--- config.mk ---
export PLATFORM = sky130hd
export DESIGN_NAME = mem_line_requester
export DESIGN_NICKNAME = d
export VERILOG_FILES = /design/src/rtl/mem_line_requester.sv
export SDC_FILE = /design/constraint.sdc
export NUM_CORES = 1
export LEC_CHECK = 0
export ABC_AREA = 1
export CAP_MARGIN = 0
export CELL_PAD_IN_SITES_DETAIL_PLACEMENT = 0
export CELL_PAD_IN_SITES_GLOBAL_PLACEMENT = 2
export CORE_AREA = 5 5 249 251
export DETAILED_ROUTE_END_ITERATION = 12
export DIE_AREA = 0 0 254 256
export PLACE_DENSITY = 0.91
export SLEW_MARGIN = 20
export SYNTH_ARGS = -nofsm -noshare
export SYNTH_HDL_FRONTEND = slang
export SYNTH_SLANG_ARGS = --single-unit
--- constraint.sdc ---
create_clock -name clk -period 4.95 [get_ports clk]
set_input_delay 0.99 -clock clk [delete_from_list [all_inputs] [get_ports clk]]
set_output_delay 0.99 -clock clk [all_outputs]
set_load 0.02 [all_outputs]
--- src/rtl/mem_line_requester.sv ---
// Miss-side controller for the 128-bit line RAM: optional dirty-victim write-back, then fill, then a one-cycle response.
// Define MEM_REQ_STATS_EN to add saturating fill_count / wb_count outputs.
module mem_line_requester #(
  parameter int LATENCY = 5,
  parameter int ADDR_W  = 26,
  parameter int LINE_W  = 128
) (
  input  logic              clk,
  input  logic              reset_n,
  input  logic              req_valid,
  output logic              req_ready,
  input  logic [ADDR_W-1:0] req_line_addr,
  input  logic              req_dirty,
  input  logic [ADDR_W-1:0] req_victim_addr,
  input  logic [LINE_W-1:0] req_victim_data,
  output logic              resp_valid,
  output logic [LINE_W-1:0] resp_data,
  output logic [ADDR_W-1:0] resp_line_addr,
  output logic              busy,
  output logic [ADDR_W-1:0] data_requested,
  output logic [ADDR_W-1:0] where_to_write,
  output logic [LINE_W-1:0] data_to_write,
  output logic              write_to_mem,
  input  logic [LINE_W-1:0] data_returned
`ifdef MEM_REQ_STATS_EN
  ,
  output logic [15:0]       fill_count,
  output logic [15:0]       wb_count
`endif
);

  typedef enum logic [1:0] {IDLE, WB, FILL, RESP} state_t;

  localparam logic [7:0] LAT_RELOAD = 8'(LATENCY - 1);

  state_t            r_state;
  state_t            w_nextState;
  logic [7:0]        r_latCnt;
  logic [ADDR_W-1:0] r_fillAddr;
  logic [ADDR_W-1:0] r_dataRequested;
  logic [ADDR_W-1:0] r_whereToWrite;
  logic [LINE_W-1:0] r_dataToWrite;
  logic [LINE_W-1:0] r_respData;
  logic [ADDR_W-1:0] r_respLineAddr;
  logic              w_latDone;
  logic              w_accept;

  assign w_latDone = (r_latCnt == 8'd0);
  assign w_accept  = (r_state == IDLE) && req_valid;

  always_ff @(posedge clk or negedge reset_n) begin
    if (!reset_n) r_state <= IDLE;
    else          r_state <= w_nextState;
  end

  always_comb begin
    w_nextState = r_state;
    case (r_state)
      IDLE:    if (req_valid) w_nextState = req_dirty ? WB : FILL;
      WB:      if (w_latDone) w_nextState = FILL;
      FILL:    if (w_latDone) w_nextState = RESP;
      RESP:    w_nextState = IDLE;
      default: w_nextState = IDLE;
    endcase
  end

  // Strobes are decoded from the state so reset drops them without waiting for a clock.
  always_comb begin
    req_ready    = (r_state == IDLE);
    busy         = (r_state != IDLE);
    resp_valid   = (r_state == RESP);
    write_to_mem = (r_state == WB) && w_latDone;
  end

  // RAM-facing address/data registers only load when their access begins, so they hold otherwise.
  always_ff @(posedge clk or negedge reset_n) begin
    if (!reset_n) begin
      r_latCnt        <= 8'd0;
      r_fillAddr      <= '0;
      r_dataRequested <= '0;
      r_whereToWrite  <= '0;
      r_dataToWrite   <= '0;
      r_respData      <= '0;
      r_respLineAddr  <= '0;
    end else begin
      case (r_state)
        IDLE: begin
          if (w_accept) begin
            r_latCnt   <= LAT_RELOAD;
            r_fillAddr <= req_line_addr;
            if (req_dirty) begin
              r_whereToWrite <= req_victim_addr;
              r_dataToWrite  <= req_victim_data;
            end else begin
              r_dataRequested <= req_line_addr;
            end
          end
        end
        WB: begin
          if (w_latDone) begin
            r_latCnt        <= LAT_RELOAD;
            r_dataRequested <= r_fillAddr;
          end else begin
            r_latCnt <= r_latCnt - 8'd1;
          end
        end
        FILL: begin
          if (w_latDone) begin
            r_respData     <= data_returned;
            r_respLineAddr <= r_fillAddr;
          end else begin
            r_latCnt <= r_latCnt - 8'd1;
          end
        end
        default: ;
      endcase
    end
  end

  assign resp_data      = r_respData;
  assign resp_line_addr = r_respLineAddr;
  assign data_requested = r_dataRequested;
  assign where_to_write = r_whereToWrite;
  assign data_to_write  = r_dataToWrite;

`ifdef MEM_REQ_STATS_EN
  logic [15:0] r_fillCount;
  logic [15:0] r_wbCount;

  always_ff @(posedge clk or negedge reset_n) begin
    if (!reset_n) begin
      r_fillCount <= 16'd0;
      r_wbCount   <= 16'd0;
    end else begin
      if ((r_state == FILL) && w_latDone && (r_fillCount != 16'hFFFF))
        r_fillCount <= r_fillCount + 16'd1;
      if ((r_state == WB) && w_latDone && (r_wbCount != 16'hFFFF))
        r_wbCount <= r_wbCount + 16'd1;
    end
  end

  assign fill_count = r_fillCount;
  assign wb_count   = r_wbCount;
`else
  // Statistics counters are not built in this configuration.
`endif

endmodule

==> results.sh, run 1 <==
export IMPL_outcome="completed"
export IMPL_start_util_pct=25.17
export IMPL_grt_pass1_wl_mm=84.01
export IMPL_grt_max_degree=155
export IMPL_ios=650
export IMPL_stdcell_count=2831
export IMPL_end_kind="output port"
export IMPL_die_x_um=254
export IMPL_clockPowerShare_pct=18.7
export IMPL_start_kind="flop"
export IMPL_cts_tree="done"
export IMPL_arrival_ps=2630
export IMPL_avgRoutedWirePerCell_um=20.16
export IMPL_seq_power_share_pct=30.8
export IMPL_final_period_utilization_pct=73.10
export IMPL_synth_area_mm2=0.01502
export IMPL_ir_drop_mv=0.6062
export IMPL_grt_pass1_vias=12959
export IMPL_worst_pin_slew_ps=901.5
export IMPL_cellLeakagePower_nw=10.97
export IMPL_core_area_mm2=0.05968
export IMPL_fmax_mhz=276.4
export IMPL_p_per_area_mw_per_mm2=744.3
export IMPL_final_hold_violation_count=0
export IMPL_placed_cells=2750
export IMPL_drv_slew=0
export IMPL_via_per_inst=4.368
export IMPL_clock_sinks=370
export IMPL_synth_ff_latch_count=370
export IMPL_drive_above_1_share_pct=12.05
export IMPL_synthCells=1391
export IMPL_post_cts_resized=0
export IMPL_postRouteAntennaNets=0
export IMPL_fin_crit_ps=3618
export IMPL_cts_buffers=44
export IMPL_max_slew_margin_pct=39.90
export IMPL_ys_top_cells_by_area="dfrtp_1, nand2_1, mux2_2"
export IMPL_rsz0062_at_grt="false"
export IMPL_yosysTopAreaCellShare_pct=61.64
export IMPL_ys_warn_count=0
export IMPL_critPathKind="flop to output port"
export IMPL_fin_skew_ps=14.91
export IMPL_grt_overflow_total=0
export IMPL_syn_to_final_growth_pct=57.90
export IMPL_syn_avg_cell_area_um2=10.80
export IMPL_die_area_mm2=0.06502
export IMPL_dp_hpwl_mm=41.51
export IMPL_gp_congestion=0.8409
export IMPL_netlist_cell_type_count=21
export IMPL_p_switching_mw=7.233
export IMPL_drtIter0Drc=713
export IMPL_postCtsSetupBuffers=0
export IMPL_drv_cap=0
export IMPL_mappedNetlistNets=1708
export IMPL_critPathMaxFanout=54
export IMPL_drtPass1Iterations=8
export IMPL_htree_levels=2
export IMPL_cts_hold_fix_buffers=0
export IMPL_clockBufferDepth=3
export IMPL_p_comb_share_pct=50.5
export IMPL_drc=0
export IMPL_nets=2331
export IMPL_p_int_mw=10.42
export IMPL_vias=12367
export IMPL_port_buffers=649
export IMPL_p_sw_share_pct=40.97
export IMPL_clock_root_buffer="clkbuf_16"
export IMPL_path_clk_slew_ps=50
export IMPL_min_path_type="flop to flop"
export IMPL_cp_required_ps=3960
export IMPL_fp_row_count=90
export IMPL_grt_usage_pct=16.71
export IMPL_yosysTopAreaCell="dfrtp_1"
export IMPL_seq_area_frac_synth_pct=61.64
export IMPL_antenna_found_initial=7
export IMPL_die_height_um=256
export IMPL_setup_tns_ps=0
export IMPL_routed_wl_mm=57.07
export IMPL_worstSkewPairLatency_ps=560
export IMPL_finalSetupViolations=0
[synthesized netlist by cell type (all sizes together)]
cell type,number
nand2,469
dfrtp,370
nand3,189
mux2,154
buf,67
o21ai,55
inv,50
clkbuf,17
nor2,11
ha,5
a21oi,2
nand4,1
xor2,1
[worst max-delay path: stages (launching register included)]
cell and delay, ps:
dfrtp_1 430, inv_1 100, ha_2 160, buf_4 410, inv_1 180, nor2_1 150
clkdlybuf4s50_1 620
[layout make-up]
cell class | instances | area, µm²
inverters | 50 | 187.7
multi-input cells | 887 | 5145
clock inverters | 11 | 151.4
diodes | 7 | 17.52
clock buffers | 63 | 1315
flip-flops and latches | 370 | 9259
repair buffers | 661 | 6666
fillers | 5727 | 35960
well taps | 782 | 978.4
[cells in the final DEF (no fill, tap or decap), types with 7 or more instances in the layout]
cell type	synthesis	final
diode_2	0	7
clkbuf_1	17	7
o21ai_0	55	55
clkbuf_8	0	10
mux2_2	94	94
nand3_1	189	189
dfrtp_1	370	370
inv_1	49	49
nor2_1	11	10
mux2_4	60	60
nand2_1	464	462
clkbuf_16	0	46
clkdlybuf4s50_1	0	648
[per-layer routing]
layer	vias up	track usage, %	wire (µm)
met5	-	0	13
met4	2	5.325	1587
met3	95	5.985	5196
met2	426	27.71	27610
met1	6058	20.32	22660
li1	5786	-	-
[cell families (layout without fill, tap and decap cells)]
logic type                 after synthesis  in the layout  synth area share [%]
DFF                                    370            370                 61.64
AOI/OAI and AO/OA                       57             57                 1.974
adders and majority gates                5              5                0.4165
and+or+nand+nor                        670            670                 18.48
buffers and inverters                  134            785                 4.389
other                                    0              7                     0
muxes                                  154            154                 13.04
xor gates and xnor gates                 1              1               0.05831
[final timing paths]
check | startpoint | to | slack (ps) | depth (start not counted)
min reg2reg | resp_data[40]$_DFFE_PN0N_ | resp_data[40]$_DFFE_PN0N_ | 470 | 2
max reg2reg | r_state[1]$_DFFE_PN0P_ | data_requested[0]$_DFFE_PN0P_ | 2210 | 8
max in group asynchronous | reset_n | resp_line_addr[10]$_DFFE_PN0N_ | 3440 | 2
min | resp_data[40]$_DFFE_PN0N_ | resp_data[40]$_DFFE_PN0N_ | 470 | 2
max | r_state[1]$_DFFE_PN0P_ | write_to_mem | 1330 | 6
min in group asynchronous | reset_n | resp_line_addr[16]$_DFFE_PN0N_ | 490 | 1
[state kept, by name, indices dropped and copies added, names as in the netlist]
register,cells
resp_data,128
where_to_write,26
data_requested,26
resp_line_addr,26
r_state,2
data_to_write,128
r_fillAddr,26
r_latCnt,8
[through the flow]
stage                     setup slack [ps]  area [µm²]  power, mW  utilization (%)  hold slack (ps)
after floorplan                       2779       15020      10.10                -            441.9
after global placement                1713       22240      14.32            37.26            453.9
after detailed placement              1660       22240      14.49            37.26            457.6
after CTS                             1257       23700      17.93            39.71            471.8
after global routing                  1157       23710      18.75            39.72            475.3
final                                 1332       23720      17.66            39.74            465.9
[power by group through the flow]
stage	registers, mW	logic [mW]	clock network (mW)
final	5.44	8.91	3.30
after floorplan	6.96	3.14	0
after CTS	5.45	9.06	3.43
after detailed placement	5.46	9.02	0
after global routing	5.63	9.58	3.53
after global placement	5.40	8.91	0
No activity file was read; power rests on OpenSTA's default activity.
==> run 2, diff against run 1 <==
- CORE_AREA: 5 5 249 251 -> not set
- CORE_ASPECT_RATIO: not set -> 0.9
- CORE_MARGIN: not set -> 5
- CORE_UTILIZATION: not set -> 23
- DIE_AREA: 0 0 254 256 -> not set
- PLACE_DENSITY: 0.91 -> 0.87
- clock period: 4.95 -> 3.1 ns (I/O delays scaled with it)
==> results.sh, run 2 (same netlist as run 1, synthesis figures left out) <==
export IMPL_stdcell_count=2910
export IMPL_grt_usage_pct=15.11
export IMPL_fin_ws_ps=204.0
export IMPL_drc=0
export IMPL_arrival_ps=2280
export IMPL_die_x_um=279.4
export IMPL_cts_hold_fix_buffers=0
export IMPL_clock_sinks=370
export IMPL_post_cts_resized=0
export IMPL_vias=12440
export IMPL_r2r_end="where_to_write[3]$_DFFE_PN0P_"
export IMPL_drv_slew=0
export IMPL_cellLeakagePower_nw=11.01
export IMPL_start_kind="flop"
export IMPL_p_per_area_mw_per_mm2=1170
export IMPL_antenna_found_initial=3
export IMPL_syn_to_final_growth_pct=58.79
export IMPL_drv_cap=0
export IMPL_critPathKind="flop to output port"
export IMPL_clock_root_buffer="clkbuf_16"
export IMPL_critPathMaxFanout=5
export IMPL_placed_cells=2835
export IMPL_grt_pass1_wl_mm=82.93
export IMPL_fin_skew_ps=18.46
export IMPL_fin_total_pwr_mw=27.90
export IMPL_avgRoutedWirePerCell_um=19.45
export IMPL_outcome="completed"
export IMPL_cp_required_ps=2480
export IMPL_final_util_pct=37.03
export IMPL_finalSetupViolations=0
export IMPL_dpl_instance_area_mm2=0.02249
export IMPL_worst_pin_slew_ps=879.7
export IMPL_worstSkewPairLatency_ps=560
export IMPL_final_common_cell="clkdlybuf4s50_1"
export IMPL_rsz0062_at_grt="false"
export IMPL_path_clk_slew_ps=60
export IMPL_fmax_mhz=345.3
export IMPL_port_buffers=649
export IMPL_fin_crit_ps=2896
export IMPL_drive_above_1_share_pct=12.60
export IMPL_grt_max_degree=155
export IMPL_start_util_pct=23.32
export IMPL_drtPass1Iterations=5
export IMPL_cts_tree="done"
export IMPL_routed_wl_mm=56.60
export IMPL_ios=650
export IMPL_diodes=0
export IMPL_core_area_mm2=0.06441
export IMPL_die_area_mm2=0.07053
export IMPL_dp_hpwl_mm=41.36
export IMPL_die_height_um=252.5
export IMPL_min_path_type="input port to async pin"
export IMPL_nets=2342
export IMPL_r2r_start="r_state[0]$_DFFE_PN0P_"
export IMPL_gp_congestion=0.8260
export IMPL_postRouteAntennaNets=0
export IMPL_dpl_worst_slack_ps=641.8
export IMPL_final_period_utilization_pct=93.42
export IMPL_fp_row_count=88
export IMPL_postCtsSetupBuffers=0
export IMPL_fin_area_mm2=0.02385
export IMPL_hold_worst_slack_ps=52.66
export IMPL_r2r_cells=7
export IMPL_final_hold_violation_count=0
export IMPL_ir_drop_mv=0.6590
export IMPL_end_kind="output port"
export IMPL_via_per_inst=4.275
export IMPL_clockBufferDepth=3
export IMPL_setup_tns_ps=0
export IMPL_mostFrequentLayoutCells="clkdlybuf4s50_1, nand2_1, dfrtp_1"
export IMPL_max_slew_margin_pct=41.35
export IMPL_drtIter0Drc=837
export IMPL_grt_overflow_total=0
export IMPL_reg2reg_slack_ps=840
export IMPL_cts_buffers=43
export IMPL_htree_levels=2
export IMPL_grt_pass1_vias=12981
==> run 2: cell count changes in the layout (fill, tap and decap cells not counted), sizes merged <==
cell      delta
clkinvlp     +2
clkinv       +7
clkbuf       -9
inv          +1
diode        -7
buf         +12
==> run 2: how the worst max path moves through the flow <==
stage / startpoint / to / slack [ps] / cells after the start
floorplan: r_state[0]$_DFFE_PN0P_ / data_to_write[100]$_DFFE_PN0P_ / 1290 / 8
global placement: req_valid / data_to_write[0]$_DFFE_PN0P_ / 660 / 4
detailed placement: req_valid / data_to_write[20]$_DFFE_PN0P_ / 640 / 4
CTS: r_latCnt[0]$_DFFE_PN0P_ / write_to_mem / 120 / 7
global route: r_latCnt[0]$_DFFE_PN0P_ / write_to_mem / 30 / 7
finish: r_latCnt[0]$_DFFE_PN0P_ / write_to_mem / 200 / 7
==> run 2: layer usage <==
layer / vias up / wire length (µm) / global-route usage, % / part of all wire, %
li1: 5776 / - / - / -
met1: 6212 / 23010 / 18.98 / 41
met2: 368 / 28060 / 25.36 / 50
met3: 82 / 4086 / 4.563 / 7.2
met4: 2 / 1436 / 4.344 / 2.5
met5: - / 8 / 0 / 0.014
==> run 2: power breakdown <==
part	internal (mW)	total (mW)	switching (mW)
combinational	6.28	14.2	7.92
sequential	7.24	8.71	1.47
clock	2.90	4.99	2.10
total	16.4	27.9	11.5
==> run 2: area by class of cell <==
| type | count | area [µm²] |
|---|---|---|
| fillers | 6340 | 40560 |
| flip-flops and latches | 370 | 9259 |
| repair buffers | 673 | 6832 |
| multi-input cells | 887 | 5145 |
| clock buffers | 54 | 1157 |
| well taps | 855 | 1070 |
| clock inverters | 21 | 202.7 |
| inverters | 50 | 187.7 |
==> run 2: critical path, cell delays in order (launching register included) <==
cell	delay, ps
dfrtp_1	370
inv_1	90
ha_1	190
nand2_1	80
nor2_1	130
nand2_2	100
nor2_1	150
clkdlybuf4s50_1	620
==> run 3, diff against run 2 <==
- CAP_MARGIN: 0 -> not set
- MAX_ROUTING_LAYER: not set -> met4
==> results.sh, run 3 (same netlist as run 1, synthesis figures left out) <==
export IMPL_nets=2342
export IMPL_drc=0
export IMPL_dpl_instance_area_mm2=0.02249
export IMPL_fin_crit_ps=2892
export IMPL_fin_skew_ps=12.49
export IMPL_cts_tree="done"
export IMPL_ir_drop_mv=0.6577
export IMPL_outcome="completed"
export IMPL_worstSkewPairLatency_ps=550
export IMPL_die_height_um=252.5
export IMPL_crit_chain="inv_1 > ha_1 > nand2_1 > nor2_1 > nand2_2 > nor2_1 > clkdlybuf4s50_1"
export IMPL_min_path_type="input port to async pin"
export IMPL_fin_area_mm2=0.02386
export IMPL_final_period_utilization_pct=93.29
export IMPL_grt_overflow_total=0
export IMPL_p_sw_share_pct=41.13
export IMPL_final_common_cell="clkdlybuf4s50_1"
export IMPL_cp_buffers_inverters=2
export IMPL_rsz0062_at_grt="false"
export IMPL_cp_required_ps=2480
export IMPL_drv_slew=0
export IMPL_clock_root_buffer="clkbuf_16"
export IMPL_die_area_mm2=0.07053
export IMPL_final_hold_violation_count=0
export IMPL_avgRoutedWirePerCell_um=19.41
export IMPL_die_x_um=279.4
export IMPL_via_per_inst=4.302
export IMPL_clockPowerShare_pct=17.9
export IMPL_p_int_mw=16.42
export IMPL_seq_power_share_pct=31.2
export IMPL_grt_max_degree=155
export IMPL_drtPass1Iterations=5
export IMPL_postCtsSetupBuffers=0
export IMPL_gp_congestion=0.8385
export IMPL_port_buffers=649
export IMPL_p_per_area_mw_per_mm2=1169
export IMPL_cp_startpoint="r_latCnt[0]$_DFFE_PN0P_"
export IMPL_clockBufferDepth=3
export IMPL_drive_above_1_share_pct=12.60
export IMPL_clock_sinks=370
export IMPL_worst_pin_slew_ps=875.4
export IMPL_max_stage_delay_ps=620
export IMPL_finalSetupViolations=0
export IMPL_vias=12523
export IMPL_fmax_mhz=345.8
export IMPL_dp_hpwl_mm=41.36
export IMPL_grt_pass1_vias=13024
export IMPL_cp_common_cell="nor2_1"
export IMPL_p_switching_mw=11.47
export IMPL_postRouteAntennaNets=0
export IMPL_drv_cap=0
export IMPL_critPathKind="flop to output port"
export IMPL_antenna_found_initial=3
export IMPL_syn_to_final_growth_pct=58.80
export IMPL_grt_usage_pct=15.57
export IMPL_cellLeakagePower_nw=11.01
export IMPL_setup_tns_ps=0
export IMPL_path_clk_slew_ps=60
export IMPL_fp_row_count=88
export IMPL_htree_levels=2
export IMPL_end_kind="output port"
export IMPL_p_comb_share_pct=50.9
export IMPL_slowest_stage="clkdlybuf4s50_1"
export IMPL_cts_buffers=43
export IMPL_ios=650
export IMPL_max_slew_margin_pct=41.64
export IMPL_grt_pass1_wl_mm=82.88
export IMPL_routed_wl_mm=56.51
export IMPL_core_area_mm2=0.06441
export IMPL_r2r_start="r_state[0]$_DFFE_PN0P_"
export IMPL_start_kind="flop"
export IMPL_start_util_pct=23.32
export IMPL_fill_cells=6339
export IMPL_mostFrequentLayoutCells="clkdlybuf4s50_1, nand2_1, dfrtp_1"
export IMPL_post_cts_resized=0
export IMPL_arrival_ps=2270
export IMPL_cts_hold_fix_buffers=0
export IMPL_drtIter0Drc=847
export IMPL_critPathMaxFanout=5
export IMPL_cp_top_family="buffers and inverters"
## run 3: worst register-to-register path: cells and delay by family (launching register included)
family                   cells  cell delay [ps]
adder cells (fa/ha/maj)      1              330
buffers and inverters        3              660
flip-flops                   1              410
multiplexers                 1              330
AND/OR/NAND/NOR              2              400
## run 3: final cells by class
type | instances | area [µm²] | area share [%]
clock inverters | 21 | 202.7 | 0.8497
flip-flops and latches | 370 | 9259 | 38.81
inverters | 50 | 187.7 | 0.7867
multi-input cells | 887 | 5145 | 21.57
repair buffers | 673 | 6832 | 28.64
well taps | 855 | 1070 | 4.484
diodes | 1 | 2.502 | 0.01049
clock buffers | 54 | 1157 | 4.852
## run 3: per-stage QoR
step                utilization, %  power (mW)  std cells  hold slack [ps]  setup WS (ps)
finish                       37.04       27.89       2911            51.46          207.9
detailed placement           34.92       23.18       2835            457.0          641.8
global route                 37.04       29.56       2911            68.35          29.22
global placement             34.92       22.91       2835            454.1          660.9
CTS                          37.03       28.37       2910            42.95          122.7
floorplan                        -       16.13       1391            324.4           1285
## run 3: power groups by stage
| stage | sequential (mW) | clock, mW | combinational, mW |
|---|---|---|---|
| finish | 8.71 | 4.99 | 14.2 |
| global route | 9.00 | 5.35 | 15.2 |
| CTS | 8.72 | 5.16 | 14.5 |
| detailed placement | 8.74 | 0 | 14.4 |
| global placement | 8.67 | 0 | 14.2 |
| floorplan | 11.1 | 0 | 5.01 |
## run 3: layer usage
metal  GRT usage, %  share of wire, %  vias to the layer above
li1               -                 -                     5776
met1          19.06                40                     6281
met4          4.386               2.5                        0
met2          25.38                50                      381
met5              -                 0                        -
met3          4.424               7.3                       85
## run 3: path summary, 6_finish.rpt
| path | depth (start not counted) | slack (ps) | endpoint |
|---|---|---|---|
| setup / recovery | 7 | 210 | write_to_mem |
| hold / removal | 1 | 50 | resp_line_addr[21]$_DFFE_PN0N_ |
| setup reg to reg | 7 | 840 | where_to_write[3]$_DFFE_PN0P_ |
| hold reg to reg | 2 | 470 | resp_data[84]$_DFFE_PN0N_ |
| max in group asynchronous | 2 | 2170 | resp_data[41]$_DFFE_PN0N_ |
| min in group clk | 2 | 470 | resp_data[84]$_DFFE_PN0N_ |
==> edit 1, RTL diff (config.mk and constraints of run 3) <==
Encoding of `state_t`: now one-hot (4 bits for 4 states).
--- a/src/rtl/mem_line_requester.sv
+++ b/src/rtl/mem_line_requester.sv
@@ -31,3 +31,3 @@
 
-  typedef enum logic [1:0] {IDLE, WB, FILL, RESP} state_t;
+  typedef enum logic [3:0] {IDLE = 4'b0001, WB = 4'b0010, FILL = 4'b0100, RESP = 4'b1000} state_t;
 
Behaviour: same outputs for any inputs over 4 cycles, from zero or initial values and one cycle with reset_n low; so few cycles prove little.
==> edit 1 against run 3 <==
- power is 7.6% lower
- count of clock-buffer cells in the layout increased by 9
- largest power group unchanged
- setup slack got worse by 74 ps
- register-to-register slack got worse by 120 ps
- cell count is 9.9% higher
- die area decreased by 1.0%
- synthesized area is 1.1% lower
- routed wire length rose by 4.8%
- sequential cell count up 2
- final area down 0.77%
==> edit 1: results <==
power:
  power_switching_mw: 10.3
  vdd_ir_drop_max_mv: 0.563
  power_clock_mw: 5.32
  leakage_nw: 11.3
  pwr-share-seq_pct: 33.1
clock_tree:
  numCtsBuffers: 44
  clock_latency_ps: 560
  cts_setup_buffers: 0
logic_synthesis:
  yosys-mux-area-fraction_pct: 0
  ys.flop_type: "dfrtp_1"
  synth_nets: 1998
  yosys.area_share.xor_xnor_pct: 0.118
  ys_types: 25
  synth.top_cells.by_count: "nand2_1, dfrtp_1, nand3_1, o21ai_0, buf_2"
  synth-compound-area-share_pct: 2.79
  yosysSeqAreaShare_pct: 62.6
  syn_area_per_cell_um2: 8.82
  synth-adder-area-share_pct: 0.0842
  synth_area_leaders: "dfrtp_1, nand2_1, nand3_1, o21ai_0, buf_2"
critical_path:
  r2r_cells: 8
  cp_max_fo: 9
  critPathArrivalTime_ps: 2350
  max_stage_delay_ps: 640
  r2r_end: "resp_data[35]$_DFFE_PN0N_"
  regToRegSetupSlack_ps: 720
  crit_slowest_cell: "clkdlybuf4s50_1"
global_route:
  grt_pass1_wl_mm: 87.6
  grt_pass1_vias: 13900
  grt_antenna_before_repair: 11
  grt_usage_pct: 16.6
  grtUsageMet1_pct: 18.7
  grt_util_met3_pct: 6.17
  gr-usage-met2_pct: 28.2
placed_design:
  gp_routability_congestion: 0.853
  dpl_cell_area_um2: 22200
  dp_hpwl_mm: 43.1
  io_buffers: 649
  dp.cells: 3111
routing:
  firstDrtPassIters: 4
  drt-met1-wl_mm: 23.4
  drtIter0Drc: 798
  met2_length_mm: 29.1
  vias_per_cell: 4.24
  wl_per_cell_um: 18.5
sta:
  slew_headroom_pct: 49.4
  finalClockSkew_ps: 16.4
  whs_ps: 28.0
cells_and_area:
  instances_no_fill: 3199
  drive_gt1_share_pct: 4.54
  nets: 2615
status:
  status: "completed"
## edit 1: cell types whose count changed after synthesis, moves of 3 or more
cell      change
nand4_1       +3
nand2_1     +431
nor2_4        +3
mux2_4       -60
ha_1          -4
buf_4        +11
inv_1         -7
nand3_1      -25
buf_1         -4
o21ai_0      +26
clkbuf_1      +8
mux2_2       -94
## edit 1: through the flow
step                      utilization [%]  setup slack (ps)  power, mW
after floorplan                         -              1260       14.2
after global placement               34.6               671       20.6
after detailed placement             34.6               719       20.7
after CTS                            36.9              90.9       26.3
after global routing                 36.9              7.80       27.4
final                                36.9               134       25.8
## edit 1: final cells by class
class                      count  area (um2)
sequential                   372        9310
tap                          855        1070
fill                        6458       40400
clock inverter                14         188
timing repair buffer         671        6820
inverter                      45         171
antenna                       11        27.5
clock buffer                  63        1280
multi-input combinational   1168        4800
==> edit 2, RTL diff (settings of run 3) <==
Without the edit above. Set the parameter `LINE_W` to 136 (it was 128).
--- a/src/rtl/mem_line_requester.sv
+++ b/src/rtl/mem_line_requester.sv
@@ -5,3 +5,3 @@
   parameter int ADDR_W  = 26,
-  parameter int LINE_W  = 128
+  parameter int LINE_W  = 136
 ) (
Ports: changed (resized data_returned, data_to_write, req_victim_data and resp_data); port bits go from 650 to 682. The function was not compared with the original's and may differ.
==> edit 2 against run 3 <==
- power is 6.7% higher
- synthesized area is 4.6% higher
- non-clock buffer count is 39 higher
- routed wire length is 4.3% higher
- setup slack better by 88 ps
- sequential cell count is 16 higher
- maximum frequency is 3.1% higher
- cell count is 4.0% higher
- final area is 5.6% higher
- clock skew is 1.3 ps higher
- largest power group unchanged
- highest routed layer unchanged
==> edit 2: results <==
placed_design:
  dpl_cell_area_um2: 23600
  dp_hpwl_mm: 44.1
  dp.cells: 2941
  io_buffers: 681
  gp_routability_congestion: 0.855
  post-place-ws_ps: 487
cells_and_area:
  drive_gt1_share_pct: 13.2
  nets: 2447
  nFillCells: 6566
global_route:
  grt_pass1_vias: 13600
  grt_usage_pct: 15.8
  grt_max_degree: 112
  grt_pass1_wl_mm: 88.5
logic_synthesis:
  syn_area_per_cell_um2: 10.9
  ys_types: 22
  synth_area_leaders: "dfrtp_1, nand2_1, mux2_4, nand3_1, mux2_2"
  synth_nets: 1775
  synth.top_cells.by_count: "nand2_1, dfrtp_1, nand3_1, mux2_2, mux2_4"
  yosysSeqAreaShare_pct: 61.5
routing:
  vias: 12900
  drtIter0Drc: 710
  wl_per_cell_um: 19.5
  routed_wl_mm: 58.9
power:
  leakage_nw: 11.7
sta:
  worst_pin_slew_ps: 698
  finalClockSkew_ps: 13.8
critical_path:
  startpoint: "r_state[0]$_DFFE_PN0P_"
  max_stage_delay_ps: 650
  cp_max_fo: 6
status:
  status: "completed"
clock_tree:
  numCtsBuffers: 45
[edit 2: worst paths after layout]
check	end	cells after the start	slack, ps
max in group asynchronous	resp_data[76]$_DFFE_PN0N_	2	2160
min	resp_data[44]$_DFFE_PN0N_	1	80
max reg2reg	where_to_write[18]$_DFFE_PN0P_	7	690
max	busy	4	300
min reg2reg	resp_line_addr[0]$_DFFE_PN0N_	2	470
min in group clk	resp_line_addr[0]$_DFFE_PN0N_	2	470
[edit 2: logic make-up (layout without fill, tap and decap cells)]
group	after synthesis	after routing	synth area share, %
compound gates	57	57	1.89
mux	162	162	13.5
buf+inv	137	845	4.25
other cells	0	3	0
flops	386	386	61.5
xor+xnor	1	1	0.0558
simple gates	694	694	18.4
fa+ha+maj	5	5	0.398
[edit 2: critical path: cells and delay by family, from the launching register on]
kind,cells,cell delay (ps)
adder cells (fa/ha/maj),1,280
buffers and inverters,3,950
flip-flops,1,400
[edit 2: where the power goes]
part           internal, mW  leakage (nW)  total (mW)  switching, mW
Sequential             7.56          4.71        9.14           1.59
Clock                  3.54         0.794        5.72           2.18
Combinational          6.69          6.19        14.9           8.22
Total                  17.8          11.7        29.8           12.0
[edit 2: final cells by class]
class / instances / area (um2) / area share (%)
clock buffer: 69 / 1410 / 5.59
multi-input combinational: 919 / 5420 / 21.5
inverter: 50 / 188 / 0.745
timing repair buffer: 712 / 7210 / 28.6
sequential: 386 / 9660 / 38.3
antenna: 3 / 7.51 / 0.0298
clock inverter: 14 / 204 / 0.810
tap: 874 / 1090 / 4.34
[edit 2: routing by layer]
layer	GRT usage, %	share of wire, %
met5	-	0
met4	3.92	2.3
met3	3.07	5.2
met2	26.3	50
met1	19.8	42
